<file path="src/rtl/mac_pkg.sv">
// Shared types and default constants for the MAC accumulator slice.
package mac_pkg;

    typedef enum logic [0:0] {
        ACCUM = 1'b0,
        HOLD  = 1'b1
    } state_e;

    localparam logic [0:0] ST_ACCUM = 1'b0;
    localparam logic [0:0] ST_HOLD  = 1'b1;

    localparam int DEF_N     = 4;
    localparam int DEF_ACC_W = 10;
    localparam int DEF_CNT_W = 4;

    localparam logic [DEF_ACC_W-1:0] SAT_VAL = {DEF_ACC_W{1'b1}};

endpackage

</file>
<file path="src/rtl/acc_add_sat.sv">
// Widening accumulator adder with carry-out; clamps to all-ones on carry when
// SATURATE_EN is defined, otherwise wraps.
module acc_add_sat
    import mac_pkg::*;
#(
    parameter int ACC_W = DEF_ACC_W
) (
    input  logic [ACC_W-1:0] i_acc,
    input  logic [7:0]       i_p,
    output logic [ACC_W-1:0] o_sum,
    output logic             o_carry
);

    logic [ACC_W:0] w_sum;

    // Add in ACC_W+1 bits so the top bit is the carry-out.
    always_comb begin
        w_sum   = {1'b0, i_acc} + {{(ACC_W-7){1'b0}}, i_p};
        o_carry = w_sum[ACC_W];
`ifdef SATURATE_EN
        if (w_sum[ACC_W]) begin
            o_sum = {ACC_W{1'b1}};
        end else begin
            o_sum = w_sum[ACC_W-1:0];
        end
`else
        o_sum = w_sum[ACC_W-1:0];
`endif
    end

endmodule

</file>
<file path="src/rtl/mac_accumulator.sv">
// Frame accumulator: sums N accepted products, presents the sum on a
// valid/ready handshake with a sticky overflow flag. Optional macro: SATURATE_EN.
module mac_accumulator
    import mac_pkg::*;
#(
    parameter int N     = DEF_N,
    parameter int ACC_W = DEF_ACC_W,
    parameter int CNT_W = DEF_CNT_W
) (
    input  logic             clk,
    input  logic             rst_n,
    input  logic [7:0]       i_p_in,
    input  logic             i_p_valid,
    output logic             o_in_ready,
    input  logic             i_clear,
    output logic [ACC_W-1:0] o_acc_out,
    output logic             o_acc_valid,
    input  logic             i_acc_ready,
    output logic             o_ovf
);

    localparam logic [CNT_W-1:0] CNT_LAST = CNT_W'(N - 1);

    logic [0:0]       r_state;
    logic [CNT_W-1:0] r_cnt;
    logic [ACC_W-1:0] r_acc;
    logic             r_ovf;

    logic [ACC_W-1:0] w_sum;
    logic             w_carry;
    logic             w_accept;

    acc_add_sat #(
        .ACC_W (ACC_W)
    ) u_add (
        .i_acc   (r_acc),
        .i_p     (i_p_in),
        .o_sum   (w_sum),
        .o_carry (w_carry)
    );

    // in_ready depends only on state and clear, never on p_valid.
    assign o_in_ready  = (r_state == ST_ACCUM) && !i_clear;
    assign w_accept    = o_in_ready && i_p_valid;
    assign o_acc_valid = (r_state == ST_HOLD);
    assign o_acc_out   = r_acc;
    assign o_ovf       = r_ovf;

    // Frame state, counter, accumulator and sticky overflow; clear wins over everything.
    always_ff @(posedge clk or negedge rst_n) begin
        if (!rst_n) begin
            r_state <= ST_ACCUM;
            r_cnt   <= {CNT_W{1'b0}};
            r_acc   <= {ACC_W{1'b0}};
            r_ovf   <= 1'b0;
        end else if (i_clear) begin
            r_state <= ST_ACCUM;
            r_cnt   <= {CNT_W{1'b0}};
            r_acc   <= {ACC_W{1'b0}};
            r_ovf   <= 1'b0;
        end else begin
            case (r_state)
                ST_ACCUM: begin
                    if (w_accept) begin
                        r_acc <= w_sum;
                        r_ovf <= r_ovf | w_carry;
                        if (r_cnt == CNT_LAST) begin
                            r_state <= ST_HOLD;
                            r_cnt   <= {CNT_W{1'b0}};
                        end else begin
                            r_cnt <= r_cnt + CNT_W'(1);
                        end
                    end else begin
                        r_acc <= r_acc;
                    end
                end
                ST_HOLD: begin
                    if (i_acc_ready) begin
                        r_state <= ST_ACCUM;
                        r_cnt   <= {CNT_W{1'b0}};
                        r_acc   <= {ACC_W{1'b0}};
                        r_ovf   <= 1'b0;
                    end else begin
                        r_state <= ST_HOLD;
                    end
                end
                default: begin
                    r_state <= ST_ACCUM;
                    r_cnt   <= {CNT_W{1'b0}};
                    r_acc   <= {ACC_W{1'b0}};
                    r_ovf   <= 1'b0;
                end
            endcase
        end
    end

endmodule

</file>
<file path="config.mk">
export PLATFORM = sky130hd
export DESIGN_NAME = mac_accumulator
export DESIGN_NICKNAME = d
export VERILOG_FILES = /design/src/rtl/mac_pkg.sv /design/src/rtl/acc_add_sat.sv /design/src/rtl/mac_accumulator.sv
export SDC_FILE = /design/constraint.sdc
export NUM_CORES = 1
export LEC_CHECK = 0
export CAP_MARGIN = 25
export CORE_MARGIN = 5
export CORE_UTILIZATION = 53
export DETAILED_ROUTE_END_ITERATION = 10
export PLACE_DENSITY = 0.84
export SETUP_SLACK_MARGIN = 0.5
export SKIP_LAST_GASP = 1
export SYNTH_ARGS = -nofsm -noshare
export SYNTH_HDL_FRONTEND = slang
export SYNTH_HIERARCHICAL = 1
export SYNTH_SLANG_ARGS = --single-unit
</file>
<file path="constraint.sdc">
create_clock -name clk -period 3.69 [get_ports clk]
set_input_delay 0.738 -clock clk [delete_from_list [all_inputs] [get_ports clk]]
set_output_delay 0.738 -clock clk [all_outputs]
set_load 0.01 [all_outputs]
</file>
==> impl_summary.log <==
INFO  metric outcome = finished clean
INFO  metric core_area = roughly 2000 sq um
INFO  metric hold_class = reg -> reg
INFO  metric rsz0062_at_grt = false
INFO  metric final_min_period_over_clock_period = 75.3%
INFO  metric route.final.wire_length = 2580 um
INFO  metric detailroute.via_count = 978
INFO  metric grt_pass1_wl = around 4400 um
INFO  metric post-synth-top-count-cell = sky130_fd_sc_hd__dfrtp_1
INFO  metric rows = 16
INFO  metric ys.warnings.count = 6
INFO  metric ys_ff_latch = 16
INFO  metric path_cells = clkdlybuf4s50_1 > nor2_1 > clkdlybuf4s50_1
INFO  metric synthArstFlopShare = 100%
INFO  metric max-slew-margin-rel = between 30% and 40%
INFO  metric post-synth-top-area-fraction = between 30% and 40%
INFO  metric die_area = roughly 3100 sq um
INFO  metric worst_pin_slew = slightly above 1000 ps
INFO  metric worst-path-max-fanout = 5
INFO  metric irDropWorstVdd = 0.312 mV
INFO  metric drc_errors = 0
INFO  metric post_drt_wl_per_cell = 16.0 um
INFO  metric finalSetupTns = 0 ps
INFO  metric postSynthCellCount = about 110
INFO  metric area_growth = 26.8%
INFO  metric ys_top_cells_by_area = sky130_fd_sc_hd__dfrtp_1 (36%), sky130_fd_sc_hd__ha_1 (10%), sky130_fd_sc_hd__a22o_2 (9.0%)
INFO  metric cts.clk_slew.worst_paths = 100 ps
INFO  metric ys_seq_area_share = a little over a third
INFO  metric antenna_violations_before_repair = 0
INFO  metric numCtsBuffers = 3
INFO  metric clock.fmax = 0.360 GHz
INFO  metric cts_num_sinks = 16
INFO  metric reported_max_cap_violation_count = 0
INFO  metric period_minus_slack = 2780 ps
INFO  metric syn_area_per_cell = between 10 and 15 sq um
INFO  metric drt_first_iter_violations = 18
INFO  metric tritoncts = built
INFO  metric yosysUniqueCellTypes = 37
INFO  metric worst_setup_path_end_kind = output pin
INFO  metric postCtsSetupRepairBufs = 0
INFO  metric fp.dieW = 55.9 um
INFO  metric pre_repair_dr_iteration_count = 4
INFO  metric timing.critical_path.mode_cell = sky130_fd_sc_hd__clkdlybuf4s50_1
INFO  metric power_density = 363 nW/um^2
INFO  metric gp_congestion = 0.866
INFO  metric max-clock-path-buffers = 2
INFO  metric timing.critical_path.from_type = primary input
INFO  metric globalRouteOverflowTotal = 0
INFO  metric io_buffer_count = 25
INFO  metric cpPeakStageDelay = 580 ps
INFO  metric timing.setup.critical_path_class = in -> out
INFO  metric clock_tree.root_cell = sky130_fd_sc_hd__clkbuf_4
INFO  metric vias_per_cell = 6.04
INFO  metric synth_top_cells_by_count = sky130_fd_sc_hd__dfrtp_1 (16), sky130_fd_sc_hd__a22o_2 (10), sky130_fd_sc_hd__ha_1 (9), sky130_fd_sc_hd__inv_1 (9)
INFO  metric power.leakage = 0.644 nW
INFO  metric design.final.nets = 159
INFO  metric drive_gt1_share = between 10% and 20%
INFO  metric yosys_most_used_dff = sky130_fd_sc_hd__dfrtp_1
INFO  metric clkLatencyLatePin = 290 ps
INFO  metric post-dp-hpwl = 1870 um
INFO  metric postRouteAntennaNets = 0
INFO  metric cts-resized-gates = 0
INFO  metric clock_tree.htree_level_count = 1
INFO  metric synth_edf_count = 0
INFO  metric syn-cell-area = ~1100 sq um
INFO  metric worst-endpoint-required = 2950 ps
INFO  metric synth_fp_nets = 132
INFO  metric synth_largest_area_cell = sky130_fd_sc_hd__dfrtp_1
INFO  metric grtUsageTotal = 17.3%
INFO  metric maxSlewViolCount = 0
INFO  metric timing.critical_path.slowest_stage_cell = sky130_fd_sc_hd__clkdlybuf4s50_1
INFO  metric initial_utilization = a little under three fifths
INFO  metric design.portCount = 26
INFO  metric diodes = 0
INFO  metric arrival = 2040 ps
INFO  metric fin_skew = 4.20 ps
INFO  metric die_y = 55.9 um
INFO  metric first_global_vias = 1050
INFO  metric final_setup_violating_endpoints = 0
INFO  metric filler_cell_count = 145
INFO  metric final_util = 71.4%
INFO  metric cts_hold_buf = 0
INFO  metric pin_count_of_the_biggest_net_entering_global_routing = 17
INFO  metric report.final.hold_viol_count = 0
==> cells in the final DEF (no fill, tap or decap), drive strengths merged, types with 2 or more instances in the layout <==
master	synthesis	final
nor2b	2	2
clkbuf	0	4
xnor2	3	3
xor2	2	2
nor2	4	4
a22o	11	11
ha	9	9
a211o	2	2
and2	2	2
o21ai	4	4
a21oi	6	6
a31oi	3	3
a211oi	3	3
a21o	3	3
nor3b	5	5
clkdlybuf4s50	0	25
nand3	5	5
dfrtp	16	16
inv	9	9
nand2	5	5
==> report_power, final <==
group	internal (W)	switching, W	total (W)
clock network	0.0000601	0.0000610	0.000121
registers	0.000190	0.0000145	0.000204
logic	0.0000951	0.0000934	0.000188
==> layer usage <==
layer  global-route usage (%)  wire (um)  share of wire [%]
met3                     3.94        139                5.4
met2                     27.9       1230                 48
met1                     21.4       1170                 45
met5                        0          0                  0
met4                     8.81         41                1.6
==> path summary, 6_finish.rpt <==
| path | startpoint | end | slack, ps | depth (start not counted) |
|---|---|---|---|---|
| min in group asynchronous | rst_n | r_cnt[1] | 880 | 1 |
| min reg2reg | o_acc_out[2] | o_acc_out[2] | 550 | 1 |
| min | o_acc_out[2] | o_acc_out[2] | 550 | 1 |
| max in group asynchronous | rst_n | o_acc_out[6] | 2330 | 1 |
| max reg2reg | o_acc_out[0] | o_ovf | 1500 | 9 |
| max | i_clear | o_in_ready | 910 | 3 |
==> cell type report <==
class                           count  area (sq um)  share of cell area [%]
Clock buffer                        4          36.3                    2.56
Multi-Input combinational cell     81           661                    46.7
Sequential cell                    16           400                    28.3
Timing Repair Buffer               25           250                    17.7
Inverter                            9          33.8                    2.39
Tap cell                           27          33.8                    2.39
==> flip-flops by register name (all words and copies together) (netlist names) <==
signal,cells
r_cnt,4
o_acc_out,10
o_acc_valid,1
o_ovf,1
==> per-stage QoR <==
step | area, sq um | hold slack [ps] | instances | setup WS [ps] | total power (W)
global placement | 1380 | 516 | 158 | 794 | 0.000387
floorplan | 1120 | 442 | 109 | 1360 | 0.000325
detailed placement | 1380 | 525 | 158 | 676 | 0.000393
finish | 1420 | 549 | 162 | 913 | 0.000514
CTS | 1420 | 551 | 162 | 909 | 0.000515
global route | 1420 | 577 | 162 | 864 | 0.000546
==> worst max-delay path: cells and delay by family <==
family,cells,cell delay (ps)
AND/OR/NAND/NOR,1,230
buffers and inverters,2,1070
==> kinds of logic after synthesis <==
group / Yosys count / synth area share [%]
AOI/OAI and AO/OA: 37 / 27.2
and+or+nand+nor: 28 / 15.1
DFF: 16 / 35.9
xor gates and xnor gates: 5 / 3.92
adders and majority gates: 10 / 11.9
buffers and inverters: 12 / 4.93
muxes: 1 / 1.01
Note: power is estimated with default switching activity, not from simulation.
